`config.mk`:
```
export PLATFORM = sky130hd
export DESIGN_NAME = seg7_scan_driver
export DESIGN_NICKNAME = d
export VERILOG_FILES = /design/src/rtl/seg7_scan_driver.sv
export SDC_FILE = /design/constraint.sdc
export NUM_CORES = 1
export LEC_CHECK = 0
export CAP_MARGIN = 15
export CORE_MARGIN = 4
export CORE_UTILIZATION = 53
export CTS_BUF_LIST = sky130_fd_sc_hd__clkbuf_8
export DETAILED_ROUTE_END_ITERATION = 10
export GPL_TIMING_DRIVEN = 0
export PLACE_DENSITY = 0.78
export SLEW_MARGIN = 20
export SYNTH_ARGS = -nofsm -noshare
export SYNTH_HDL_FRONTEND = slang
export SYNTH_SLANG_ARGS = --single-unit
```
`constraint.sdc`:
```
create_clock -name clk -period 2.4 [get_ports clk]
set_input_delay 0.48 -clock clk [delete_from_list [all_inputs] [get_ports clk]]
set_output_delay 0.48 -clock clk [all_outputs]
set_load 0.02 [all_outputs]
```
`src/rtl/seg7_scan_driver.sv`:
```
// seg7_scan_driver: time-multiplexed scan controller for a 4-digit seven-segment display.
// Latches a 16-bit hex value, presents one nibble per slot on w,x,y,z and drives the
// active-low anodes an0..an3. Each slot opens with an all-anodes-off guard so the
// nibble can settle before its anode turns on. Staged values reach the display only
// at frame boundaries, so a frame never mixes old and new digits.
// Optional feature: define SEG7_LZB_EN for leading-zero blanking of digits 1..3.
module seg7_scan_driver #(
  parameter int CLK_HZ       = 100_000_000,
  parameter int SCAN_HZ      = 1_000,
  parameter int GUARD_CYCLES = 16
) (
  input  logic        clk,
  input  logic        rst_n,
  input  logic        load,
  input  logic [15:0] value_in,
  output logic        w,
  output logic        x,
  output logic        y,
  output logic        z,
  output logic        an0,
  output logic        an1,
  output logic        an2,
  output logic        an3,
  output logic        pending,
  output logic        frame_tick
);

  localparam int              SLOT_CYCLES = CLK_HZ / SCAN_HZ;
  localparam int              CW          = $clog2(SLOT_CYCLES);
  localparam logic [CW-1:0]   LAST_CNT    = CW'(SLOT_CYCLES - 1);
  localparam logic [CW-1:0]   GUARD_LAST  = CW'(GUARD_CYCLES - 1);

  typedef enum logic {GUARD, ON} state_t;

  state_t        state_q, state_d;
  logic [CW-1:0] cnt_q, cnt_d;
  logic [1:0]    idx_q, idx_d;
  logic [15:0]   shadow_q, shadow_d;
  logic [15:0]   staged_q, staged_d;
  logic          pending_d;
  logic          boundary;
  logic          lit;
  logic [3:0]    an_d;
  logic [3:0]    nib_d;
  logic          tick_d;

  // Last cycle of the digit-3 ON phase: where staged values are committed.
  assign boundary = (state_q == ON) && (cnt_q == LAST_CNT) && (idx_q == 2'd3);

  // State register: slot phase, cycle-within-slot counter and digit index.
  // NOTE: sequential state uses non-blocking assignments so every flop samples pre-edge values.
  always_ff @(posedge clk or negedge rst_n) begin
    if (!rst_n) begin
      state_q <= GUARD;
      cnt_q   <= '0;
      idx_q   <= 2'd0;
    end else begin
      state_q <= state_d;
      cnt_q   <= cnt_d;
      idx_q   <= idx_d;
    end
  end

  // Next-state logic: GUARD -> ON after the guard, ON -> GUARD of next digit at slot end.
  // NOTE: defaults at the top of every always_comb keep each path assigned, so no latches.
  always_comb begin
    state_d = state_q;
    cnt_d   = cnt_q + 1'b1;
    idx_d   = idx_q;
    case (state_q)
      GUARD: if (cnt_q == GUARD_LAST) state_d = ON;
      ON: begin
        if (cnt_q == LAST_CNT) begin
          state_d = GUARD;
          cnt_d   = '0;
          idx_d   = idx_q + 1'b1;
        end
      end
      default: state_d = GUARD;
    endcase
  end

  // Value path: loads go to staging; the boundary commits staging (or bypasses a same-cycle load).
  always_comb begin
    shadow_d  = shadow_q;
    staged_d  = staged_q;
    pending_d = pending;
    if (boundary) begin
      pending_d = 1'b0;
      if (load) begin
        shadow_d = value_in;
        staged_d = value_in;
      end else if (pending) begin
        shadow_d = staged_q;
      end
    end else if (load) begin
      staged_d  = value_in;
      pending_d = 1'b1;
    end
  end

  // Output logic: computed from next-state values so the registered outputs line up with the state.
  always_comb begin
`ifdef SEG7_LZB_EN
    lit = (idx_d == 2'd0) || ((shadow_d >> {idx_d, 2'b00}) != 16'h0000);
`else
    lit = 1'b1;
`endif
    nib_d  = shadow_d[{idx_d, 2'b00} +: 4];
    an_d   = 4'b1111;
    tick_d = (state_d == ON) && (cnt_d == LAST_CNT) && (idx_d == 2'd3);
    if ((state_d == ON) && lit) an_d[idx_d] = 1'b0;
  end

  // Output register: anodes, nibble and frame pulse are all driven from flops.
  always_ff @(posedge clk or negedge rst_n) begin
    if (!rst_n) begin
      {an3, an2, an1, an0} <= 4'b1111;
      {w, x, y, z}         <= 4'b0000;
      frame_tick           <= 1'b0;
    end else begin
      {an3, an2, an1, an0} <= an_d;
      {w, x, y, z}         <= nib_d;
      frame_tick           <= tick_d;
    end
  end

  // Value registers: displayed shadow, staging buffer and its pending flag.
  always_ff @(posedge clk or negedge rst_n) begin
    if (!rst_n) begin
      shadow_q <= 16'h0000;
      staged_q <= 16'h0000;
      pending  <= 1'b0;
    end else begin
      shadow_q <= shadow_d;
      staged_q <= staged_d;
      pending  <= pending_d;
    end
  end

endmodule

```
==> results.cfg, run 1 <==
[run_status]
outcome = finished clean

[sta]
period_minus_slack_ns = 2.37
setup_viol = 0
hold_viol = 0
worst_pin_slew_ns = 0.635
post-route-period-util_pct = 99.0
slew-limit-headroom_pct = 57.7
drv_slew = 0
rsz0062_at_grt = true
tns_ns = 0
clock.fmax_mhz = 421
skew_ns = 0.0110

[detailed_routing]
drc = 0
first_pass_iters = 4
drt_iter0_markers = 181
via_count = 2473
ant_nets = 0
drt-vias-per-instance = 6.08
routed_wl_um = 7690
post_drt_wl_per_cell_um = 18.9

[yosys]
ys_seq_area_share_pct = 52.8
synth_seq_cells = 62
synth_warnings = 0
syn_area_um2 = 2950
avgSynthCellArea_um2 = 10.8
syn-num-nets = 295
synthArstFlopShare_pct = 100
synthFlopType = dfrtp_1
synth.distinct_cells = 49
synth_edf_count = 0
syn_inst = 274

[critical_path]
cp-start-kind = flop
path_class = reg2reg
cp-end-kind = flop
crit_required_ns = 2.66
cp_max_fo = 6
worst_ep_arrival_time_ns = 2.63

[min_path]
hold_path.class = reg2reg

[floorplan]
die_area_um2 = 6820
initial_utilization_pct = 56.3
core_um2 = 5240
ios = 29
die-width_um = 82.6
rows = 26
die_y_um = 82.6

[global_routing]
grt_pass1_wl_um = 12300
grtUsageTotal_pct = 24.3
grt-ovfl-total = 0
antenna_found_initial = 0
grt_pass1_vias = 2564
grt_max_degree = 50

[finish]
drive_gt1_share_pct = 26.7
num-fill-cells = 355
fin_util_pct = 73.6
regArea_um2 = 1560
area_growth_pct = 30.8
nets = 353
diodes = 0
multi_input_area_um2 = 1360
final_common_cell = dfrtp_1
final_cell_mix = 57 x dfrtp_1, 38 x nand3_1, 29 x nand2_1

[clock_tree]
cts_root_buf = clkbuf_8
cts_tree = yes
cts_buffer_depth = 2
cts_made_buffers = 9
clk_latency_ns = 0.34
cts.sinks = 62
clkSlewWorstSetupHoldPaths_ns = 0.07
htreeDepth = 3

[power_and_ir_drop]
combinationalPowerShare_pct = 4.8
netSwitchingFraction_pct = 20.5
p_switching_mw = 0.477
clkPwrFrac_pct = 48.4
seqPwrFrac_pct = 46.8
leakagePower_nw = 1.59
internal_power_mw = 1.85
ir_drop_mv = 0.468
powerDensity_nw_per_um2 = 603

[placement]
dp_hpwl_um = 4660
port_buffers = 27
place.gp.congestion = 0.946

[job]
drv_cap = 0
[cell usage after synthesis (4+ instances only)]
library cell / count / area share (%)
dfstp_2: 4 / 3.6
nor3_1: 5 / 0.85
clkbuf_1: 8 / 1.0
a22oi_1: 4 / 1.0
buf_2: 4 / 0.68
nand2_1: 30 / 3.8
xor2_1: 9 / 2.7
xnor2_1: 6 / 1.8
nand4_1: 4 / 0.85
nor2b_1: 4 / 0.85
nor2_1: 16 / 2.0
nand3_1: 46 / 7.8
mux2_2: 15 / 5.7
a32oi_1: 15 / 4.5
o21ai_0: 4 / 0.68
dfrtp_1: 58 / 49
[power by group through the flow]
stage / Clock, mW / Sequential, mW / Combinational (mW)
after floorplan: 0 / 1.10 / 0.0426
after global routing: 1.19 / 1.09 / 0.122
after detailed placement: 0 / 1.11 / 0.110
after global placement: 0 / 1.10 / 0.102
final: 1.12 / 1.09 / 0.111
after CTS: 1.14 / 1.09 / 0.112
[area by class of cell]
type                       instances  area share, %
buffer                            13           2.63
clock buffer                      10           3.57
clock inverter                     6           2.86
inverter                           1         0.0974
multi-input combinational        195           35.3
sequential                        62           40.4
tap                               70           2.27
timing repair buffer              50           12.9
[worst max-delay path: stages (launching register included)]
cell     delay [ns]
dfrtp_1        0.39
or4_4          0.55
nor4_4         0.20
buf_4          0.18
and4b_1        0.20
buf_6          0.15
buf_6          0.13
a32oi_2        0.09
nand3_1        0.14
mux2i_1        0.09
a22oi_2        0.19
[cell families (layout without fill, tap and decap cells)]
group	count (synthesis)	after routing	share of synthesized area (%)
flops	62	62	52.8
simple gates	126	126	22.3
fa+ha+maj	2	2	0.849
xor+xnor	16	16	5.01
mux	17	18	6.58
compound gates	33	33	8.62
buf+inv	18	80	3.78
[metal layers]
metal	wire [um]	up-vias	track usage [%]	share of wire (%)
li1	-	1113	-	-
met1	3060	1228	29.9	40
met5	0	-	0	0
met3	479	24	4.77	6.2
met4	257	0	12.9	3.3
met2	3890	108	40.5	51
[metrics by stage]
step / hold WS [ns] / area [um2] / worst slack (ns) / total power, mW / cells
global placement: 0.482 / 3310 / -1.09 / 1.21 / 371
finish: 0.484 / 3850 / 0.0250 / 2.32 / 407
detailed placement: 0.352 / 3330 / -0.252 / 1.22 / 372
CTS: 0.514 / 3790 / -0.0731 / 2.34 / 406
global route: 0.515 / 3850 / -0.0707 / 2.40 / 407
floorplan: 0.184 / 2950 / 0.0171 / 1.14 / 274
[timing repair]
item / in CTS / in global routing
cloned: 3 / 0
hold endpoints to repair: 13 / 0
pin swaps: 20 / 8
hold buffers: 1 / 0
gates resized for setup: 14 / 10
endpoints found under the setup margin: 5 / 14
buffers inserted: 15 / 5
[worst paths after layout]
kind	from	end	slack, ns	cells past startpoint
worst min register to register	cnt_q[0]$_DFF_PN0_	cnt_q[0]$_DFF_PN0_	0.48	1
worst max-delay path	cnt_q[12]$_DFF_PN0_	x$_DFF_PN0_	0.03	10
worst min-delay path	cnt_q[0]$_DFF_PN0_	cnt_q[0]$_DFF_PN0_	0.48	1
min in group asynchronous	rst_n	shadow_q[3]$_DFF_PN0_	0.53	2
worst max register to register	cnt_q[12]$_DFF_PN0_	x$_DFF_PN0_	0.03	10
max in group asynchronous	rst_n	an3$_DFF_PN1_	1.32	3
[registers in the layout, summed over array words and instances (netlist names)]
register    count
an2             1
y               1
frame_tick      1
z               1
idx_q           2
pending         1
an0             1
cnt_q          17
x               1
state_q         1
staged_q       16
an1             1
shadow_q       16
an3             1
w               1
No activity file was read; power rests on OpenSTA's default activity.
==> inputs of run 2 (changes only) <==
--- a/config.mk
+++ b/config.mk
@@ -5,12 +5,12 @@
 export SDC_FILE = /design/constraint.sdc
 export NUM_CORES = 1
 export LEC_CHECK = 0
+export ABC_AREA = 1
 export CAP_MARGIN = 15
 export CORE_MARGIN = 4
-export CORE_UTILIZATION = 53
+export CORE_UTILIZATION = 54
 export CTS_BUF_LIST = sky130_fd_sc_hd__clkbuf_8
 export DETAILED_ROUTE_END_ITERATION = 10
-export GPL_TIMING_DRIVEN = 0
 export PLACE_DENSITY = 0.78
 export SLEW_MARGIN = 20
 export SYNTH_ARGS = -nofsm -noshare
==> run 2 against run 1 <==
  * Sequential cell count unchanged
  * Critical path depth is 2 higher
  * Synthesized cell count is 76% higher
  * Clock skew decreased by 0.0037 ns
  * Clock-buffer cell count up 2
  * Register-to-register slack improved by 0.27 ns
  * Sequential share of layout area down 2.5 points
  * Via count grew 24%
  * Largest cell class is now multi-input combinational cells
  * Largest power group is now sequential cells
  * Highest routed layer unchanged
==> results.cfg, run 2 <==
[clock_tree]
cts.sinks = 62
ctsHoldBuffers = 0
cts_root_buf = clkbuf_8
cts_made_buffers = 9
cts_tree = yes
htreeDepth = 3
cts_resized = 0
clkSlewWorstSetupHoldPaths_ns = 0.07
cts_buffer_depth = 2
clk_latency_ns = 0.34
post_cts_buffers = 0

[placement]
dp.cells = 581
dp_hpwl_um = 5560
port_buffers = 28
place.gp.congestion = 0.905

[yosys]
yosys.area.top_type = dfrtp_1
synth_warnings = 0
synthFlopType = dfrtp_1
netlist.area_leader.share_pct = 41.4
syn_inst = 482
synth_seq_cells = 62
syn_area_um2 = 3510
syn-num-nets = 503
avgSynthCellArea_um2 = 7.28
synth.distinct_cells = 31
yosys-top-cells-count = 189 x nand2_1, 70 x inv_1, 58 x dfrtp_1, 37 x nand3_1, 28 x nor2_1
synth.top_cells.by_area = dfrtp_1 41%, nand2_1 20%, inv_1 7.5%
yosysMostFrequentCell = nand2_1
synthArstFlopShare_pct = 100
ys_seq_area_share_pct = 44.4
synth_edf_count = 0

[sta]
skew_ns = 0.00734
clock.fmax_mhz = 475
period_minus_slack_ns = 2.11
rsz0062_at_grt = false
worst_pin_slew_ns = 0.793
setup_viol = 0
drv_slew = 0
post-route-period-util_pct = 87.8
slew-limit-headroom_pct = 47.1
tns_ns = 0
hold_viol = 0
hold_slack_ns = 0.141

[critical_path]
path_class = reg2reg
cp-end-kind = flop
crit_chain = ha_1, nand2_2, inv_1, nand2_1, nor2_4, nand3_2, nand2_1, nand2_1, nand3_1, nand2_1, nand2_1, nand2_1
max_stage_delay_ns = 0.37
path_common_cell = nand2_1
crit_required_ns = 2.64
critPathSlowestCell = dfrtp_1
cp-start-kind = flop
worst_ep_arrival_time_ns = 2.34
crit_family = simple AND/OR/NAND/NOR gates
cp_max_fo = 11
cp_num_buf_inv = 1

[floorplan]
ios = 29
die-width_um = 88.6
die_area_um2 = 7850
core_um2 = 6310
die_y_um = 88.6
rows = 29
initial_utilization_pct = 55.6

[detailed_routing]
post_drt_wl_per_cell_um = 13.2
drt-vias-per-instance = 5.14
first_pass_iters = 5
drc = 0
routed_wl_um = 7880
via_count = 3070
drt_iter0_markers = 148
ant_nets = 0

[power_and_ir_drop]
powerDensity_nw_per_um2 = 554
leakagePower_nw = 2.24
finalPower_mw = 2.28
ir_drop_mv = 0.475

[global_routing]
grt-ovfl-total = 0
grt_max_degree = 63
grt_pass1_vias = 2959
grt_pass1_wl_um = 13400
grtUsageTotal_pct = 22.3
antenna_found_initial = 0

[finish]
largest_reg_flops = 17
finalNonFillerCells = 597
regArea_um2 = 1560
multi_input_area_um2 = 1580
drive_gt1_share_pct = 10.6
area_growth_pct = 17.0
largestRegisters = cnt_q (17), shadow_q (16), staged_q (16)
num-fill-cells = 560
final_common_cell = nand2_1
diodes = 0
final_cell_mix = 189 x nand2_1, 71 x inv_1, 58 x dfrtp_1
nets = 536
top_register = cnt_q

[min_path]
hold_path.class = in2async

[job]
drv_cap = 0

[run_status]
outcome = finished clean
==> run 2: worst paths after layout <==
kind	from	end	slack, ns	depth (start not counted)
max in group asynchronous	rst_n	an2$_DFF_PN1_	1.95	2
max reg2reg	cnt_q[0]$_DFF_PN0_	y$_DFF_PN0_	0.29	12
min	rst_n	cnt_q[13]$_DFF_PN0_	0.14	2
max	cnt_q[0]$_DFF_PN0_	y$_DFF_PN0_	0.29	12
min reg2reg	staged_q[11]$_DFFE_PN0P_	staged_q[11]$_DFFE_PN0P_	0.47	2
min in group clk	staged_q[11]$_DFFE_PN0P_	staged_q[11]$_DFFE_PN0P_	0.47	2
==> run 2: area by class of cell <==
class,instances,area share (%)
clock buffers,12,4.02
clock inverters,4,1.68
inverters,72,6.58
multi-input cells,331,38.5
flip-flops and latches,62,37.9
well taps,77,2.35
repair buffers,39,9.02
==> run 2: stage by stage <==
| stage | util, % | area (um2) | worst slack [ns] |
|---|---|---|---|
| 2_1_floorplan | - | 3510 | 0.756 |
| 3_3_place_gp | 61.3 | 3870 | 0.213 |
| 3_5_place_dp | 61.3 | 3870 | 0.193 |
| 4_1_cts | 65.0 | 4110 | 0.312 |
| 5_1_grt | 65.0 | 4110 | 0.0902 |
| 6_report | 65.0 | 4110 | 0.294 |
==> run 2: kinds of logic after synthesis <==
group                      after synthesis  share of synthesized area, %
and+or+nand+nor                        302                          39.1
buffers and inverters                   89                          10.6
DFF                                     62                          44.4
AOI/OAI and AO/OA                       26                          4.92
adders and majority gates                2                         0.713
xor gates and xnor gates                 1                         0.250
==> run 2: report_power, final <==
| group | total (mW) | switching (mW) | internal [mW] |
|---|---|---|---|
| logic | 0.129 | 0.0685 | 0.0608 |
| registers | 1.08 | 0.0133 | 1.07 |
| clock network | 1.06 | 0.399 | 0.665 |
| total | 2.28 | 0.481 | 1.79 |
==> run 2: routing by layer <==
layer  GRT usage [%]  share of wire [%]
met5               0                  0
met4            7.97                1.8
met3            4.75                5.0
met2            37.6                 49
met1            28.5                 44
==> run 2: worst reg2reg max path, cell delays in order, from the launching register on <==
cell	delay (ns)
dfrtp_1	0.37
ha_1	0.21
nand2_2	0.10
inv_1	0.08
nand2_1	0.13
nor2_4	0.18
nand3_2	0.16
nand2_1	0.11
nand2_1	0.30
nand3_1	0.17
nand2_1	0.08
nand2_1	0.06
nand2_1	0.05
==> inputs of run 3 (changes only) <==
--- a/config.mk
+++ b/config.mk
@@ -7,6 +7,7 @@
 export LEC_CHECK = 0
 export ABC_AREA = 1
 export CAP_MARGIN = 15
+export CORE_ASPECT_RATIO = 0.5
 export CORE_MARGIN = 4
 export CORE_UTILIZATION = 54
 export CTS_BUF_LIST = sky130_fd_sc_hd__clkbuf_8
==> run 3 against run 2 <==
  * Hold slack got worse by 0.040 ns
  * Via count increased by 0.29%
  * Total power decreased by 5.7%
  * Combinational power about the same
  * Critical path depth decreased by 11
  * Clock power decreased by 12%
  * First-iteration DRC count increased to 2.6 times the previous value
  * Largest cell class unchanged
==> results.cfg, run 3 (synthesis results as in run 2) <==
[clock_tree]
clk_latency_ns = 0.36
cts_made_buffers = 9
cts_root_buf = clkbuf_8
post_cts_buffers = 0
clkSlewWorstSetupHoldPaths_ns = 0.08
cts_buffer_depth = 2
cts_tree = yes
cts_resized = 0
htreeDepth = 3
cts.sinks = 62
ctsHoldBuffers = 0

[detailed_routing]
drt-vias-per-instance = 5.08
routed_wl_um = 7990
first_pass_iters = 6
drt_iter0_markers = 390
post_drt_wl_per_cell_um = 13.2
via_count = 3079
drc = 0
ant_nets = 0

[placement]
dp.cells = 590
port_buffers = 28
dp_hpwl_um = 5570
place.gp.congestion = 0.863

[sta]
drv_slew = 0
period_minus_slack_ns = 2.09
slew-limit-headroom_pct = 46.7
hold_viol = 0
setup_viol = 0
clock.fmax_mhz = 477
skew_ns = 0.0142
post-route-period-util_pct = 87.3
worst_pin_slew_ns = 0.799
tns_ns = 0
rsz0062_at_grt = false

[critical_path]
worst_ep_arrival_time_ns = 1.61
r2r-end = z$_DFF_PN0_
path_class = reg2out
cp-end-kind = output pin
crit_chain = clkdlybuf4s50_1
crit_required_ns = 1.92
cp_max_fo = 14
cp-start-kind = flop
max_stage_delay_ns = 0.68
cp_num_buf_inv = 1
rrSetupSlack_ns = 0.31
critPathSlowestCell = clkdlybuf4s50_1
crit_family = buffers and inverters
crit_start = pending$_DFFE_PN0P_
r2r_cells = 12
crit-reg2reg-launch = cnt_q[0]$_DFF_PN0_

[global_routing]
grt_pass1_vias = 2855
antenna_found_initial = 0
grt_max_degree = 30
grtUsageTotal_pct = 21.8
grt-ovfl-total = 0
grt_pass1_wl_um = 13400

[finish]
drive_gt1_share_pct = 10.2
diodes = 0
num-fill-cells = 545
final_cell_mix = 188 x nand2_1, 72 x inv_1, 58 x dfrtp_1
fin_util_pct = 65.7
nets = 534
largestRegisters = cnt_q (17), shadow_q (16), staged_q (16)
final_common_cell = nand2_1
top_register = cnt_q
area_growth_pct = 15.8
largest_reg_flops = 17
finalNonFillerCells = 606

[floorplan]
core_um2 = 6180
ios = 29
die_area_um2 = 7930
initial_utilization_pct = 56.8
die_y_um = 65.0
rows = 20
die-width_um = 122

[power_and_ir_drop]
leakagePower_nw = 2.21
ir_drop_mv = 0.350
powerDensity_nw_per_um2 = 528

[min_path]
hold_path.class = in2async

[run_status]
outcome = finished clean

[job]
drv_cap = 0
run 3: cell count changes in the layout (fill, tap and decap cells not counted), sizes merged:
cell and delta:
inv +1, bufinv -1, clkbuf -1, clkinvlp +1, buf -2
run 3: worst max-delay path by stage:
stage | end | slack (ns) | cells past startpoint
after floorplan | w$_DFF_PN0_ | 0.76 | 12
after global placement | y$_DFF_PN0_ | 0.17 | 8
after detailed placement | y$_DFF_PN0_ | 0.15 | 8
after CTS | z$_DFF_PN0_ | 0.16 | 12
after global routing | y$_DFF_PN0_ | 0.1 | 10
final | pending | 0.31 | 1
run 3: final cells by class:
class                           count  area (um2)  share of cell area (%)
Tap cell                           88         110                    2.71
Clock buffer                       11         151                    3.73
Inverter                           72         270                    6.65
Multi-Input combinational cell    331        1580                    38.9
Clock inverter                      5        50.0                    1.23
Sequential cell                    62        1560                    38.3
Timing Repair Buffer               37         343                    8.44
run 3: per-layer routing:
layer / up-vias / routed length [um] / track usage, %
met4: 0 / 118 / 6.98
met5: - / 0 / 0
met2: 77 / 3750 / 35.8
met1: 1428 / 3650 / 28.1
met3: 15 / 468 / 6.19
li1: 1559 / - / -
run 3: power by group:
| group | switching [mW] | leakage (nW) | internal, mW | total (mW) |
|---|---|---|---|---|
| sequential | 0.0123 | 0.799 | 1.07 | 1.08 |
| combinational | 0.0713 | 1.30 | 0.0595 | 0.131 |
| clock | 0.407 | 0.108 | 0.527 | 0.933 |
run 3: through the flow:
step                      total power [mW]  hold slack, ns  instance area, um2  setup slack, ns
final                                 2.15           0.101                4060            0.305
after global routing                  2.24           0.142                4060           0.0990
after CTS                             2.17           0.114                4060            0.159
after detailed placement              1.23           0.458                3860            0.152
after global placement                1.23           0.453                3860            0.165
after floorplan                       1.16           0.184                3510            0.756
